`config.mk`:
```
export PLATFORM = sky130hd
export DESIGN_NAME = if_fetch
export DESIGN_NICKNAME = d
export VERILOG_FILES = /design/src/rtl/if_pkg.sv /design/src/rtl/fetch_fifo.sv /design/src/rtl/if_fetch.sv
export SDC_FILE = /design/constraint.sdc
export NUM_CORES = 1
export LEC_CHECK = 0
export ABC_AREA = 1
export CAP_MARGIN = 20
export CORE_MARGIN = 2
export CORE_UTILIZATION = 45
export DETAILED_ROUTE_END_ITERATION = 6
export HOLD_SLACK_MARGIN = 0.15
export PLACE_DENSITY = 0.71
export SYNTH_ARGS = -nofsm -noshare
export SYNTH_HDL_FRONTEND = slang
export SYNTH_SLANG_ARGS = --single-unit
export TNS_END_PERCENT = 100
```
`constraint.sdc`:
```
create_clock -name clk -period 7.2 [get_ports clk]
set_clock_uncertainty 0.05 [all_clocks]
set_input_delay 0.72 -clock clk [delete_from_list [all_inputs] [get_ports clk]]
set_output_delay 0.72 -clock clk [all_outputs]
set_load 0.01 [all_outputs]
```
`src/rtl/if_pkg.sv`:
```
// if_pkg: shared definitions for the instruction-fetch stage.
//   NOP_INSTR     - word presented to decode when no fetched word is available
//                   (LLB R0,#0).
//   fetch_state_e - fetch control states: RUN, HALT.
//   cnt_w()       - width of a counter that must hold 0..depth inclusive.
package if_pkg;

  localparam logic [47:0] NOP_INSTR = 48'h0;

  typedef enum logic {
    RUN  = 1'b0,
    HALT = 1'b1
  } fetch_state_e;

  function automatic int cnt_w(input int depth);
    return $clog2(depth) + 1;
  endfunction

endpackage

```
`src/rtl/fetch_fifo.sv`:
```
// fetch_fifo: synchronous DEPTH x WIDTH FIFO holding fetched words and their
// next-PC values. The head is visible combinationally on rdata.
// Ports:
//   clk, rst_n   - clock, synchronous active-low reset (pointers/count only)
//   push, wdata  - write a word (ignored when full unless popping too)
//   pop          - remove the head (ignored when empty)
//   clear        - drop all contents; wins over push/pop
//   rdata        - head entry
//   count        - number of stored entries, 0..DEPTH
//   empty, full  - occupancy flags
module fetch_fifo
  import if_pkg::*;
#(
  parameter int DEPTH = 2,
  parameter int WIDTH = 64,
  localparam int CW = cnt_w(DEPTH),
  localparam int AW = $clog2(DEPTH)
) (
  input  logic             clk,
  input  logic             rst_n,
  input  logic             push,
  input  logic [WIDTH-1:0] wdata,
  input  logic             pop,
  input  logic             clear,
  output logic [WIDTH-1:0] rdata,
  output logic [CW-1:0]    count,
  output logic             empty,
  output logic             full
);

  logic [WIDTH-1:0] mem [DEPTH];
  logic [AW-1:0]    wr_ptr;
  logic [AW-1:0]    rd_ptr;
  logic             do_push;
  logic             do_pop;

  assign empty   = (count == '0);
  assign full    = (count == CW'(DEPTH));
  assign do_pop  = pop & ~empty;
  assign do_push = push & (~full | do_pop);
  assign rdata   = mem[rd_ptr];

  // DEPTH is a power of two, so the pointers wrap naturally.
  always_ff @(posedge clk) begin
    if (!rst_n || clear) begin
      wr_ptr <= '0;
      rd_ptr <= '0;
      count  <= '0;
    end else begin
      if (do_push) wr_ptr <= wr_ptr + AW'(1);
      if (do_pop)  rd_ptr <= rd_ptr + AW'(1);
      count <= count + CW'(do_push) - CW'(do_pop);
    end
  end

  always_ff @(posedge clk) begin
    if (do_push) mem[wr_ptr] <= wdata;
  end

endmodule

```
`src/rtl/if_fetch.sv`:
```
// if_fetch: instruction-fetch stage. Owns the PC, issues word requests to a
// variable-latency in-order instruction memory, buffers responses in
// fetch_fifo and presents one instruction (or a NOP bubble) per cycle to the
// IM_ID flop. Redirects on flow_change_ID_EX, dropping wrong-path responses;
// freezes for good once a HLT reaches ID_EX.
// Ports:
//   clk, rst_n            - clock, synchronous active-low reset
//   stall_IM_ID           - decode did not consume the presented word
//   flow_change_ID_EX     - redirect to dst_ID_EX
//   hlt_ID_EX             - stop fetching (sticky until reset)
//   im_req/im_addr/im_gnt - request handshake (word address)
//   im_rvld/im_rdata      - in-order response
//   instr/instr_vld       - word to decode, valid flag (NOP when invalid)
//   nxt_pc                - address of presented word + 1 (held when empty)
// Optional build macro IF_FETCH_PERF_EN adds perf_fetched / perf_bubbles,
// saturating 32-bit counters of accepted responses and RUN-state bubbles.
module if_fetch
  import if_pkg::*;
#(
  parameter int              PC_W    = 16,
  parameter int              INSTR_W = 48,
  parameter logic [PC_W-1:0] RST_PC  = '0,
  parameter int              DEPTH   = 2
) (
  input  logic               clk,
  input  logic               rst_n,
  input  logic               stall_IM_ID,
  input  logic               flow_change_ID_EX,
  input  logic [PC_W-1:0]    dst_ID_EX,
  input  logic               hlt_ID_EX,
  output logic               im_req,
  output logic [PC_W-1:0]    im_addr,
  input  logic               im_gnt,
  input  logic               im_rvld,
  input  logic [INSTR_W-1:0] im_rdata,
  output logic [INSTR_W-1:0] instr,
  output logic               instr_vld,
  output logic [PC_W-1:0]    nxt_pc
`ifdef IF_FETCH_PERF_EN
  ,
  output logic [31:0]        perf_fetched,
  output logic [31:0]        perf_bubbles
`endif
);

  localparam int              CW      = cnt_w(DEPTH);
  localparam int              FW      = INSTR_W + PC_W;
  localparam logic [CW:0]     DEPTH_C = (CW+1)'(DEPTH);

  fetch_state_e      state;
  fetch_state_e      state_nxt;
  logic [PC_W-1:0]   pc;
  logic [PC_W-1:0]   rsp_pc;
  logic [PC_W-1:0]   last_nxt_pc;
  logic [CW-1:0]     outstanding;
  logic [CW-1:0]     out_nxt;
  logic [CW-1:0]     drop_cnt;
  logic [CW-1:0]     fifo_count;
  logic [CW:0]       occupancy;
  logic              flush;
  logic              hlt_go;
  logic              grant;
  logic              rsp;
  logic              keep;
  logic              fifo_empty;
  logic              fifo_full;
  logic [FW-1:0]     fifo_rdata;

  assign occupancy = {1'b0, outstanding} + {1'b0, fifo_count};
  assign flush     = flow_change_ID_EX & (state == RUN);
  assign grant     = im_req & im_gnt;
  // A response with nothing outstanding can only be a leftover from before
  // reset; ignore it so the counters never underflow.
  assign rsp       = im_rvld & (outstanding != '0);
  assign keep      = rsp & (drop_cnt == '0) & ~flush & ~hlt_go & (state == RUN);
  assign out_nxt   = outstanding + CW'(grant) - CW'(rsp);
  assign im_addr   = pc;

  // Flush has priority over HLT; requests are held off during the flush cycle.
  always_comb begin
    state_nxt = state;
    im_req    = 1'b0;
    hlt_go    = 1'b0;
    if (state == RUN) begin
      hlt_go = hlt_ID_EX & ~flow_change_ID_EX;
      im_req = rst_n & ~flow_change_ID_EX & (occupancy < DEPTH_C);
      if (hlt_go) state_nxt = HALT;
    end
  end

  always_ff @(posedge clk) begin
    if (!rst_n) state <= RUN;
    else        state <= state_nxt;
  end

  // rsp_pc is the address of the next response that will be kept. Requests
  // after a redirect are contiguous from dst_ID_EX and wrong-path responses
  // are never kept, so this counter is the address queue running in step
  // with the FIFO.
  always_ff @(posedge clk) begin
    if (!rst_n) begin
      pc          <= RST_PC;
      rsp_pc      <= RST_PC;
      outstanding <= '0;
      drop_cnt    <= '0;
      last_nxt_pc <= RST_PC;
    end else begin
      outstanding <= out_nxt;
      if (flush) begin
        pc     <= dst_ID_EX;
        rsp_pc <= dst_ID_EX;
      end else begin
        if (grant) pc     <= pc + PC_W'(1);
        if (keep)  rsp_pc <= rsp_pc + PC_W'(1);
      end
      // Everything still in flight after this cycle belongs to the old path.
      if (flush || hlt_go)               drop_cnt <= out_nxt;
      else if (rsp && drop_cnt != '0)    drop_cnt <= drop_cnt - CW'(1);
      if (!fifo_empty) last_nxt_pc <= fifo_rdata[PC_W-1:0];
    end
  end

  fetch_fifo #(
    .DEPTH (DEPTH),
    .WIDTH (FW)
  ) u_fifo (
    .clk   (clk),
    .rst_n (rst_n),
    .push  (keep),
    .wdata ({im_rdata, rsp_pc + PC_W'(1)}),
    .pop   (~stall_IM_ID),
    .clear (flush | hlt_go),
    .rdata (fifo_rdata),
    .count (fifo_count),
    .empty (fifo_empty),
    .full  (fifo_full)
  );

  assign instr_vld = ~fifo_empty;
  assign instr     = fifo_empty ? INSTR_W'(NOP_INSTR) : fifo_rdata[FW-1:PC_W];
  assign nxt_pc    = fifo_empty ? last_nxt_pc : fifo_rdata[PC_W-1:0];

`ifdef IF_FETCH_PERF_EN
  function automatic logic [31:0] sat_inc(input logic [31:0] v);
    return (v == 32'hFFFF_FFFF) ? v : v + 32'd1;
  endfunction

  always_ff @(posedge clk) begin
    if (!rst_n) begin
      perf_fetched <= '0;
      perf_bubbles <= '0;
    end else begin
      if (keep)                          perf_fetched <= sat_inc(perf_fetched);
      if (state == RUN && fifo_empty)    perf_bubbles <= sat_inc(perf_bubbles);
    end
  end
`endif

  a_occupancy: assert property (@(posedge clk) disable iff (!rst_n)
    occupancy <= DEPTH_C);
  a_no_overflow: assert property (@(posedge clk) disable iff (!rst_n)
    !(keep && fifo_full && stall_IM_ID));

endmodule

```
# [Word-level counts from Yosys, hierarchy flattened]
# Memories as Yosys holds them, arrays and structs flattened. A register that Yosys moved wholly into a read port is not among the register bits.
# Cells that the tools add are included.
[classes] n_mux=16 bitwise_logic=21 n_addsub=10 n_reduce_logical=11 magnitude_cmp=1 n_eq_ne=1
[ops] op="$mux 16" n=5
[ops] op="$mux 48" n=1
[ops] op="$add 16x1->16 const B" n=2
[ops] op="$and 1x1->1" n=12
[ops] op="$reduce_bool 2->1" n=5
[ops] op="$mux 1" n=8
[ops] op="$not 1->1" n=7
[ops] op="$add 2x1->2" n=2
[ops] op="$logic_not 2->1" n=2
[ops] op="$mux 2" n=2
[ops] op="$sub 2x1->2" n=2
[ops] op="$add 2x2->3" n=1
[ops] op="$lt 3x2->1 const B" n=1
[ops] op="$add 1x1->1 const B" n=2
[ops] op="$eq 2x2->1 const B" n=1
[ops] op="$logic_or 1x1->1" n=2
[ops] op="$or 1x1->1" n=2
[ops] op="$sub 2x1->2 const B" n=1
[ops] op="$logic_and 1x1->1" n=1
[ops] op="$logic_not 1->1" n=1
[totals] regBits=57 in_bits=71 output_inout_bits=82 mem_bits_rw=128 word_cells=70 n_memories=1
[mem_list] name="u_fifo.mem" words=2 word_bits=64 read_ports=1 rd_clocked_by_memory_dff=1 write_ports=1 line="fetch_fifo.sv:31" text="logic [WIDTH-1:0] mem [DEPTH];"

# [Longest topological paths before layout]
[logic_depth] word_depth=9 depth_mapped=14

# [By module]
# Synthesis repeated with hierarchy kept, for this count alone.
[hier_totals] hier_cells=855 area_unflattened_um2=8785.9
[modules_own_cells] module="fetch_fifo" cells_each=242 instances=1 area_per_inst_um2=5200.0
[modules_own_cells] module="if_fetch" cells_each=613 instances=1 area_per_inst_um2=3585.9

# [Least setup slack after synthesis]
# No wires, ideal clock.
[synth_timing] path_kind="input port to flip-flop" start="input hlt_ID_EX" end="memory u_fifo.mem[1][0] (enable)" setup_time_ns=0.486 path_stages=5 arrival_ns=3.783 path_buffers=0 required_ns=6.664 setup_slack_ns=2.881 cell_sequence="inv_1 nand2_2 nor3_4 nand3_1 nor2_1"
[synth_between] elab_chain_len=8
[synth_rtl] element="from (decl)" line="if_fetch.sv:30" text="input logic hlt_ID_EX,"
[synth_rtl] element="$and 1x1->1" line="if_fetch.sv:85" text="hlt_go = hlt_ID_EX & ~flow_change_ID_EX;"
[synth_rtl] element="$mux 1" line="if_fetch.sv:84" text="if (state == RUN) begin"
[synth_rtl] element="$not 1->1" line="if_fetch.sv:75" text="assign keep = rsp & (drop_cnt == '0) & ~flush & ~hlt_go & (state == RUN);"
[synth_rtl] element="$and 1x1->1 (2 in a row)" line="if_fetch.sv:75"
[synth_rtl] element="$and 1x1->1" line="fetch_fifo.sv:40" text="assign do_push = push & (~full | do_pop);"
[synth_rtl] element="$mux 1" line="fetch_fifo.sv:57" text="if (do_push) mem[wr_ptr] <= wdata;"
[synth_rtl] element="$mux 1 (implied by the code)" line="fetch_fifo.sv:57"
[synth_rtl] element="to (decl)" line="fetch_fifo.sv:31"
# No other way between the ends.

==> impl_metrics.sql <==
INSERT INTO impl_metrics (metric_group, metric, value, unit) VALUES
('clocking', 'post-cts-setup-buffers', '0', ''),
('timing', 'final_critical_path_setup_slack', '3.707', 'ns'),
('die', 'die-height', '138.5', 'µm'),
('grt', 'first_pass_grt_wire_length', '27.96', 'mm'),
('grt', 'grt_max_degree', '68', ''),
('power_and_ir_drop', 'powerDensity', '229.1', 'mW/mm²'),
('die', 'die-area', '0.01919', 'mm²'),
('detailed_routing', 'detailedRoute.firstIterationViolations', '418', ''),
('yosys', 'synthesis.area', '0.008143', 'mm²'),
('cells_and_area', 'layout-area-overhead-vs-synth', '27.09', '%'),
('worst_setup_path', 'start_kind', 'flip-flop', ''),
('cells_and_area', 'mostFrequentLayoutCells', 'nand2_1, clkdlybuf4s50_1, edfxtp_1', ''),
('clocking', 'clkLatencyLatePin', '0.43', 'ns'),
('cells_and_area', 'mostFrequentLayoutCell', 'nand2_1', ''),
('placement', 'portBuffers', '152', ''),
('timing', 'max_freq', '286.3', 'MHz'),
('worst_setup_path', 'startpoint_of_the_worst_slack_reg_to_reg_timing_path', 'u_fifo.count[0]', ''),
('worst_setup_path', 'critPathCaptureType', 'output port', ''),
('detailed_routing', 'drt-pass1-iter-count', '5', ''),
('worst_setup_path', 'path_buf_inv', '4', ''),
('worst_setup_path', 'crit-reg2reg-capture', 'drop_cnt[1]', ''),
('timing', 'finalCriticalPeriod', '3.493', 'ns'),
('grt', 'first_global_vias', '5670', ''),
('placement', 'place_inst', '1206', ''),
('status', 'outcome', 'complete, no violations', ''),
('cells_and_area', 'share_of_post_route_cells_with_drive_strength_above_1', '0.05550', ''),
('yosys', 'yosys_reg_bits', '186', ''),
('clocking', 'tritoncts', 'built', ''),
('cells_and_area', 'final_cell_count_no_fill', '1238', ''),
('job', 'drv_cap', '0', ''),
('detailed_routing', 'wl_per_cell', '13.99', 'µm'),
('timing', 'worst-slew-pin-transition', '0.8697', 'ns'),
('detailed_routing', 'drt_wl_total', '17.32', 'mm'),
('yosys', 'post_synth_top_flop', 'edfxtp_1', ''),
('cells_and_area', 'antenna_cells', '0', ''),
('yosys', 'ys_seq_area_frac', '0.6146', ''),
('die', 'ios', '153', ''),
('die', 'die_w', '138.5', 'µm'),
('clocking', 'clkSlewWorstSetupHoldPaths', '0.07', 'ns'),
('timing', 'post-route-period-util', '0.4851', ''),
('timing', 'setup_viol', '0', ''),
('worst_setup_path', 'worstSetupPathType', 'reg2out', ''),
('power_and_ir_drop', 'p_total', '2.371', 'mW'),
('yosys', 'synth_async_sr_flop_share', '0', ''),
('grt', 'grt_antenna_before_repair', '0', ''),
('power_and_ir_drop', 'cellLeakagePower', '3.942', 'nW'),
('yosys', 'synthesis.yosys.warnings', '0', ''),
('timing', 'setup_total_negative_slack', '0', 'ns'),
('clocking', 'cts-htree-levels', '4', ''),
('placement', 'post-dp-hpwl', '10.90', 'mm'),
('clocking', 'root_buffer', 'clkbuf_16', ''),
('worst_setup_path', 'crit_path_max_incr_delay', '0.60', 'ns'),
('grt', 'gr-total-overflow', '0', ''),
('timing', 'maxSlewHeadroom', '0.4202', ''),
('die', 'initial_utilization', '0.4564', ''),
('worst_setup_path', 'reg2reg_depth', '14', ''),
('worst_setup_path', 'crit_path_cell_trace', 'buf_4 -> inv_2 -> buf_4 -> nand2_1 -> a21oi_1 -> clkdlybuf4s50_1', ''),
('clocking', 'cts_hold_buffers', '0', ''),
('worst_setup_path', 'timing.reg2reg.setup_slack', '4.76', 'ns'),
('worst_setup_path', 'worst_ep_required_time', '6.43', 'ns'),
('worst_setup_path', 'critical_path.slowest_cell', 'clkdlybuf4s50_1', ''),
('placement', 'post-place-ws', '3.809', 'ns'),
('placement', 'routabilityCongestion', '0.8489', ''),
('yosys', 'syn_avg_cell_area', '9.513', 'µm²'),
('detailed_routing', 'vias_per_cell', '4.977', ''),
('timing', 'drv_slew', '0', ''),
('timing', 'hold_viol', '0', ''),
('detailed_routing', 'drcViolationCount', '0', ''),
('clocking', 'post_cts_resize_count', '0', ''),
('yosys', 'net_count_after_synthesis', '935', ''),
('clocking', 'cts.path.max_buffers', '2', '');
worst reg2reg max path: stages (launching register included):
cell and delay [ns]:
dfxtp_1 0.39, nand2_1 0.08, inv_1 0.07, fa_1 0.42, inv_1 0.13, nand4_4 0.16, ha_1 0.31, inv_1 0.04
ha_1 0.17, xor2_1 0.15, xor2_1 0.15, inv_1 0.05, nor2_1 0.10, nand2_1 0.06, nand2_1 0.05
per-layer routing:
metal,GRT usage,up-vias,wire length (µm)
met2,0.2824,189,7912
met4,0.06015,0,276
li1,-,3140,-
met5,0,-,0
met3,0.03498,25,852
met1,0.2525,2808,8278
worst min path at each step:
| stage | from | end | cells after the start |
|---|---|---|---|
| 6_report | u_fifo.wr_ptr | u_fifo.wr_ptr | 2 |
| 5_1_grt | u_fifo.wr_ptr | u_fifo.wr_ptr | 2 |
| 4_1_cts | u_fifo.wr_ptr | u_fifo.wr_ptr | 2 |
| 3_5_place_dp | u_fifo.wr_ptr | u_fifo.wr_ptr | 2 |
| 3_3_place_gp | u_fifo.wr_ptr | u_fifo.wr_ptr | 2 |
| 2_1_floorplan | u_fifo.wr_ptr | u_fifo.wr_ptr | 2 |
cells by family (layout without fill, tap and decap cells):
family / Yosys count / count (layout) / synth area share
AOI/OAI and AO/OA: 160 / 160 / 0.1005
adders and majority gates: 8 / 8 / 0.01321
buffers and inverters: 107 / 260 / 0.05762
xor gates and xnor gates: 11 / 11 / 0.01183
and+or+nand+nor: 384 / 384 / 0.2022
DFF: 186 / 186 / 0.6146
cell usage after synthesis, types with 3 or more instances:
library cell / count / area [µm²]
nor2_2: 4 / 25.02
ha_1: 7 / 87.58
a21boi_0: 4 / 30.03
nand3_1: 48 / 240.2
inv_1: 65 / 244.0
o21ai_0: 27 / 135.1
xor2_1: 8 / 70.07
inv_2: 5 / 18.77
clkbuf_1: 10 / 37.54
nand4_1: 5 / 31.28
nor2_1: 71 / 266.5
and2_1: 23 / 143.9
a21oi_1: 124 / 620.6
buf_6: 5 / 56.30
edfxtp_1: 128 / 3844
xnor2_1: 3 / 26.28
dfxtp_1: 58 / 1161
buf_2: 21 / 105.1
nand2_1: 221 / 829.6
layout make-up:
class,instances,area [µm²]
fillers,1574,7492
flip-flops and latches,186,5006
multi-input cells,563,2684
repair buffers,158,1567
clock buffers,19,432.9
well taps,229,286.5
inverters,70,262.8
clock inverters,13,110.1
registers in the layout, summed over array words and instances (netlist names), named ones only:
signal,cells
u_fifo.mem,128
u_fifo.wr_ptr,1
drop_cnt,2
rsp_pc,16
outstanding,2
last_nxt_pc,16
u_fifo.count,2
im_addr,16
u_fifo.rd_ptr,1
state,1
where the power goes:
group	leakage [nW]	switching (mW)	internal, mW
registers	1.63	0.0337	1.20
logic	2.04	0.155	0.127
clock network	0.267	0.408	0.453
stage by stage:
stage               hold slack (ns)  utilization  area, µm²
finish                       0.4313       0.5801      10350
global placement             0.4173       0.5496       9806
floorplan                    0.3953            -       8143
global route                 0.4524       0.5801      10350
CTS                          0.4282       0.5801      10350
detailed placement           0.4174       0.5496       9806
No activity file was read; power rests on OpenSTA's default activity.
